**src/rtl/down_timer_4b.sv**
```systemverilog
// Loadable down-counter with one-shot / auto-reload modes and a cascadable
// combinational terminal-count output.
module down_timer_4b #(
  parameter int unsigned WIDTH = 4
) (
  input  logic             clk,
  input  logic             clr,
  input  logic             cten,
  input  logic             ld,
  input  logic [WIDTH-1:0] din,
  input  logic             auto,
  output logic [WIDTH-1:0] out,
  output logic             tc,
  output logic             busy,
  output logic             done
);

  typedef enum logic [1:0] {
    IDLE = 2'd0,
    RUN  = 2'd1,
    DONE = 2'd2
  } state_t;

  state_t           state_q, state_d;
  logic [WIDTH-1:0] cnt_q, cnt_d;
  logic [WIDTH-1:0] reload_q, reload_d;
  logic             busy_q, done_q;
  logic             expiry;

  // An expiry is a pending zero-count in RUN; ld takes precedence and suppresses it.
  assign expiry = (state_q == RUN) && (cnt_q == '0) && cten && !ld;

  always_comb begin
    state_d  = state_q;
    cnt_d    = cnt_q;
    reload_d = reload_q;
    if (ld) begin
      cnt_d    = din;
      reload_d = din;
      state_d  = RUN;
    end else if (cten && (state_q == RUN)) begin
      if (cnt_q != '0) begin
        cnt_d = cnt_q - WIDTH'(1);
      end else if (auto) begin
        cnt_d = reload_q;
      end else begin
        state_d = DONE;
      end
    end
  end

  always_ff @(posedge clk or posedge clr) begin
    if (clr) begin
      state_q  <= IDLE;
      cnt_q    <= '0;
      reload_q <= '0;
      busy_q   <= 1'b0;
      done_q   <= 1'b0;
    end else begin
      state_q  <= state_d;
      cnt_q    <= cnt_d;
      reload_q <= reload_d;
      busy_q   <= (state_d == RUN);
      done_q   <= (state_d == DONE);
    end
  end

  assign out  = cnt_q;
  assign tc   = expiry;
  assign busy = busy_q;
  assign done = done_q;

endmodule

```
**config.mk**
```make
export PLATFORM = sky130hd
export DESIGN_NAME = down_timer_4b
export DESIGN_NICKNAME = d
export VERILOG_FILES = /design/src/rtl/down_timer_4b.sv
export SDC_FILE = /design/constraint.sdc
export NUM_CORES = 1
export LEC_CHECK = 0
export BUFFER_PORTS_ARGS = -buffer_cell sky130_fd_sc_hd__buf_2
export CAP_MARGIN = 20
export CORE_MARGIN = 2
export CORE_UTILIZATION = 49
export DETAILED_ROUTE_END_ITERATION = 12
export PLACE_DENSITY = 0.74
export RECOVER_POWER = 100
export SLEW_MARGIN = 20
export SYNTH_ARGS = -nofsm -noshare
export SYNTH_HDL_FRONTEND = slang
export SYNTH_SLANG_ARGS = --single-unit
```
**constraint.sdc**
```tcl
create_clock -name clk -period 2.25 [get_ports clk]
set_input_delay 0.675 -clock clk [delete_from_list [all_inputs] [get_ports clk]]
set_output_delay 0.675 -clock clk [all_outputs]
set_load 0.05 [all_outputs]
```
==> metrics.txt, run 1 <==
outcome=complete, no violations; clock transition at the registers of the reported paths=around 80 ps; Critical Path RT=1570 ps; initial core utilization=50.9%; mux share of post-synthesis cell area=under 10%; GP Congestion=0.752; Worst Tran Pin Value=713 ps; hold slack=400 ps; static leakage=0.338 nW; Avg Cell Area, Syn=9.97 um2; Slew Limit Fails=0; RSZ-0062 raised after global routing=no; min cycle time layout=2190 ps; Die W=40.1 um; hpwl dp=1050 um; FF-to-FF Start=out[0]; clock tree from TritonCTS=done; diode count=0; non-filler instance count after layout=100; Die Y=40.1 um; Cell Area, Synth=638 um2; Max rail drop VDD=0.000438 V; kind of critical path=flip-flop to primary output; Synth async-reset ratio=100%; r2r worst-path depth=5; H-tree depth=1; largest net degree at the start of global routing=20; Yosys reg bits=12; clock latency on the worst-skew pair=270 ps; Hold Buf Count CTS=0; Total GRT Usage=between 20 and 25%; # Max-Cap Violations=0; antenna violations before repair=0; register area share after synthesis=about 47%; largest family of logic cells by synthesized area=simple AND/OR/NAND/NOR gates; Final setup viols=0; core area=1250 um2; worst hold path class=input pin to asynchronous set/reset pin; synth warn=0; nets@finish=96; total negative setup slack=0 ps; # rows=13; DIE AREA=1610 um2; f_max=457 MHz; Arr. time, crit path=1510 ps; Worst Setup Start Kind=flip-flop; Gate Count Post-Synth=64; Routed WL=between 1500 and 2000 um; initial DRC count=10; adder-cell share of the synthesized area=1.96%; residual DRC count=0; CTS root buf=clkbuf_4; Via Count=581; Synthesized Nets=74; endpoint type of the worst setup path=primary output; Compound-Gate Fraction of Synth Area=between 10% and 20%; vias in the first global route=541; Detail Route Antenna Nets=0; first-pass GRT wire length=2480 um; number of synthesized flops with an enable pin=0; Pwr per Cell Area=769 nW/um2; TritonCTS Buffers=3; CP startpoint=out[0]; fraction of layout cells with a size suffix above 1=28.2%; grt total ovfl=0; Top FF cell, synth=dfrtp_1; CTS sink count=12; drt pass-1 iters=4; Max clock buf depth=2; critical path peak fanout=5; final hold viol count=0; cell count after placement=94; Rel. slew slack=52.3%; fin crit share=97.2%; Synth-to-Final Area Change=26.9%; Synth Area in Simple Gates=24.5%; port buffer count=15; vias per inst=5.81; I/O pins=16; routed len/inst=15.2 um; Synth cell types=29; Synth Area in XOR/XNOR=0%; Setup Skew=0.666 ps
==> sequential cells by signal, summed over array words and instances (netlist names) <==
signal / count
busy: 1
reload_q: 4
done: 1
state_q: 2
out: 4
==> metal layers <==
layer | up-vias | part of all wire [%] | GRT usage, %
met5 | - | 0 | 0
met1 | 281 | 44 | 30.7
met2 | 21 | 49 | 40.7
met4 | 0 | 2.2 | 10.3
met3 | 8 | 4.7 | 5.00
li1 | 271 | - | -
==> cell usage after synthesis (all sizes together), types with 2 or more instances <==
master	n	area (um2)
o211ai	3	22.5
nor4b	2	32.5
nor2b	3	18.8
clkbuf	2	7.51
a21oi	2	10.0
inv	7	26.3
nand3b	2	15.0
dfrtp	12	300
o21ai	6	30.0
nand2	6	22.5
mux2	2	22.5
==> kinds of logic (layout without fill, tap and decap cells) <==
group                      after synthesis  in the layout
and+or+nand+nor                         23             23
AOI/OAI and AO/OA                       16             16
DFF                                     12             12
buffers and inverters                    9             30
muxes                                    3              3
adders and majority gates                1              1
==> final timing paths <==
path	slack (ps)	end
max	60	tc
min in group clk	520	reload_q[2]
min reg2reg	520	reload_q[2]
min	400	reload_q[1]
max in group asynchronous	1530	reload_q[2]
max reg2reg	480	busy
==> layout by cell type (no fill, tap or decap), drive strengths merged, types with 2 or more instances in the layout <==
cell / count
clkbuf: 12
inv: 7
nor2b: 3
nand3b: 2
mux2: 2
nor4b: 2
o21ai: 6
o211ai: 3
nand2: 6
buf: 11
dfrtp: 12
a21oi: 2
==> through the flow <==
stage               util (%)  total power [W]  setup WS, ps  instance area (um2)
floorplan                  -         0.000386          5.88                  651
CTS                     63.6         0.000607          9.55                  797
finish                  64.6         0.000622          63.1                  810
global placement        60.0         0.000430           178                  752
global route            64.6         0.000651         0.983                  810
detailed placement      60.0         0.000436           157                  752
==> critical path: stages, from the launching register on <==
cell	delay, ps
dfrtp_1	440
inv_2	110
ha_4	160
nor3b_4	200
nand2_2	90
nor2_4	80
buf_6	160
==> what timing repair did <==
| action | 4_1_cts | 5_1_grt |
|---|---|---|
| pin swaps | 0 | 0 |
| gates resized for setup | 3 | 4 |
| setup endpoints to repair | 1 | 1 |
| setup buffers | 0 | 2 |
==> final cells by class <==
class | instances | area, um2
tap | 15 | 18.8
timing repair buffer | 19 | 98.8
multi-input combinational | 43 | 329
sequential | 12 | 300
inverter | 7 | 26.3
fill | 107 | 443
clock buffer | 4 | 36.3
==> power breakdown <==
group / leakage (nW) / internal [W] / total (W) / switching [W]
clock: 0.0210 / 0.0000984 / 0.000175 / 0.0000763
sequential: 0.143 / 0.000236 / 0.000264 / 0.0000277
combinational: 0.174 / 0.0000718 / 0.000184 / 0.000112
total: 0.338 / 0.000406 / 0.000622 / 0.000216
(Power assumes the default switching activity.)
==> run 2: changes to the inputs <==
--- a/config.mk
+++ b/config.mk
@@ -7,11 +7,13 @@
 export LEC_CHECK = 0
 export BUFFER_PORTS_ARGS = -buffer_cell sky130_fd_sc_hd__buf_2
 export CAP_MARGIN = 20
-export CORE_MARGIN = 2
-export CORE_UTILIZATION = 49
+export CORE_AREA = 2 2 39 41
+export CTS_BUF_LIST = sky130_fd_sc_hd__clkbuf_4
 export DETAILED_ROUTE_END_ITERATION = 12
-export PLACE_DENSITY = 0.74
+export DIE_AREA = 0 0 41 43
+export PLACE_DENSITY = 0.73
 export RECOVER_POWER = 100
+export SKIP_CTS_REPAIR_TIMING = 1
 export SLEW_MARGIN = 20
 export SYNTH_ARGS = -nofsm -noshare
 export SYNTH_HDL_FRONTEND = slang
==> run 2 against run 1 <==
Against the previous run:
- first-iteration DRC count shrank 40%
- routed wire length down 15%
- final area is 1.5% lower
==> metrics.txt, run 2 (synthesized netlist as in run 1, its figures left out) <==
Routed WL=1290 um; f_max=between 400 and 500 MHz; routed len/inst=12.6 um; Synth-to-Final Area Change=24.9%; Worst Setup Start Kind=flip-flop; wire length on met2=609 um; vias in the first global route=529; Pwr per Cell Area=~720 nW/um2; largest net degree at the start of global routing=20; FF-to-FF End=busy; fraction of layout cells with a size suffix above 1=~29%; grt total ovfl=0; r2r worst-path depth=6; Detail Route Antenna Nets=0; Max rail drop VDD=roughly 0.00037 V; hpwl dp=965 um; CTS sink count=12; Core Util, Final=57.6%; # Max-Cap Violations=0; clock transition at the registers of the reported paths=70 ps; kind of critical path=flip-flop to primary output; most frequent cells in the layout=12 x dfrtp_1, 9 x buf_2, 7 x clkbuf_1, 6 x inv_1, 6 x o21ai_0; first-pass GRT wire length=about 2400 um; Slew Limit Fails=0; Max clock buf depth=2; antenna violations before repair=0; endpoint type of the worst setup path=primary output; M1 WL=about 580 um; FF/Latch Area=300 um2; GP Congestion=0.723; residual DRC count=0; clock tree from TritonCTS=done; Multi-input gate area=319 um2; CP startpoint=out[0]; Total GRT Usage=20.4%; slowest cell delay on critical path=400 ps; commonest non-fill, non-tap cell in the layout=dfrtp_1; critical path peak fanout=3; final hold viol count=0; DIE AREA=1760 um2; CTS root buf=clkbuf_4; fin crit share=96.8%; Arr. time, crit path=1500 ps; H-tree depth=1; Setup Skew=3.05 ps; port buffer count=15; vias per inst=5.26; total negative setup slack=0 ps; FF-to-FF Start=out[0]; core area=1380 um2; nets@finish=97; Critical Path RT=1570 ps; Die Y=roughly 43 um; critical-path cell list=inv_2, ha_2, nor3b_4, nand2_2, nor2_4, buf_6; initial DRC count=6; post-route cell area=797 um2; clock latency on the worst-skew pair=280 ps; worst hold path class=input pin to asynchronous set/reset pin; min cycle time layout=~2200 ps; # rows=14; outcome=complete, no violations; drt pass-1 iters=4; Worst Tran Pin Value=698 ps; placed cell areas=761 um2; FILL cells=152; I/O pins=16; CP endpoint=tc; slowest CP cell=dfrtp_1; total chip power=0.000574 W; TritonCTS Buffers=3; Rel. slew slack=between 50% and 60%; diode count=0; initial core utilization=between 40% and 50%; Final setup viols=0; static leakage=0.338 nW; Die W=~40 um; WL met3=53 um; max layer used=met4; Via Count=537; R2R setup slack=approximately 390 ps; RSZ-0062 raised after global routing=no; hold slack=394 ps
[run 2: cell types whose count changed in the layout (fill, tap and decap cells not counted)]
cell / change
clkbuf_8: -1
ha_4: -1
clkinv_1: +1
ha_2: +1
clkbuf_1: -1
buf_2: +2
[run 2: power breakdown]
part           internal [W]  total (W)  switching, W
combinational     0.0000702   0.000179      0.000108
clock             0.0000644   0.000137     0.0000730
sequential         0.000236   0.000258     0.0000219
[run 2: per-stage QoR]
stage	cells	setup WS, ps
floorplan	64	5.88
finish	102	72.0
detailed placement	96	170
global route	102	5.97
global placement	96	178
CTS	100	-130
[run 2: final cells by class]
cell class	instances	area share, %
inverter	7	3.30
clock inverter	1	0.471
timing repair buffer	20	13.2
sequential	12	37.7
multi-input combinational	43	40.0
tap	16	2.51
clock buffer	3	2.83
[run 2: worst min-delay path by stage]
stage / from / to / slack [ps] / cells after the start
floorplan: reload_q[2] / reload_q[2] / 480 / 1
global route: clr / out[1] / 430 / 2
global placement: reload_q[2] / reload_q[2] / 490 / 1
detailed placement: reload_q[2] / reload_q[2] / 490 / 1
finish: clr / out[2] / 390 / 2
CTS: clr / out[1] / 410 / 2
[run 2: critical path: cells and delay by family (launching register included)]
kind | cells | cell delay, ps
adders and majority gates | 1 | 180
buffers and inverters | 2 | 230
and+or+nand+nor | 3 | 420
DFF | 1 | 400
[run 2: per-layer routing]
metal  up-vias  GRT usage (%)
li1        277              -
met1       245           26.6
met2        10           28.4
met3         5           4.71
met4         0           14.0
met5         -              0
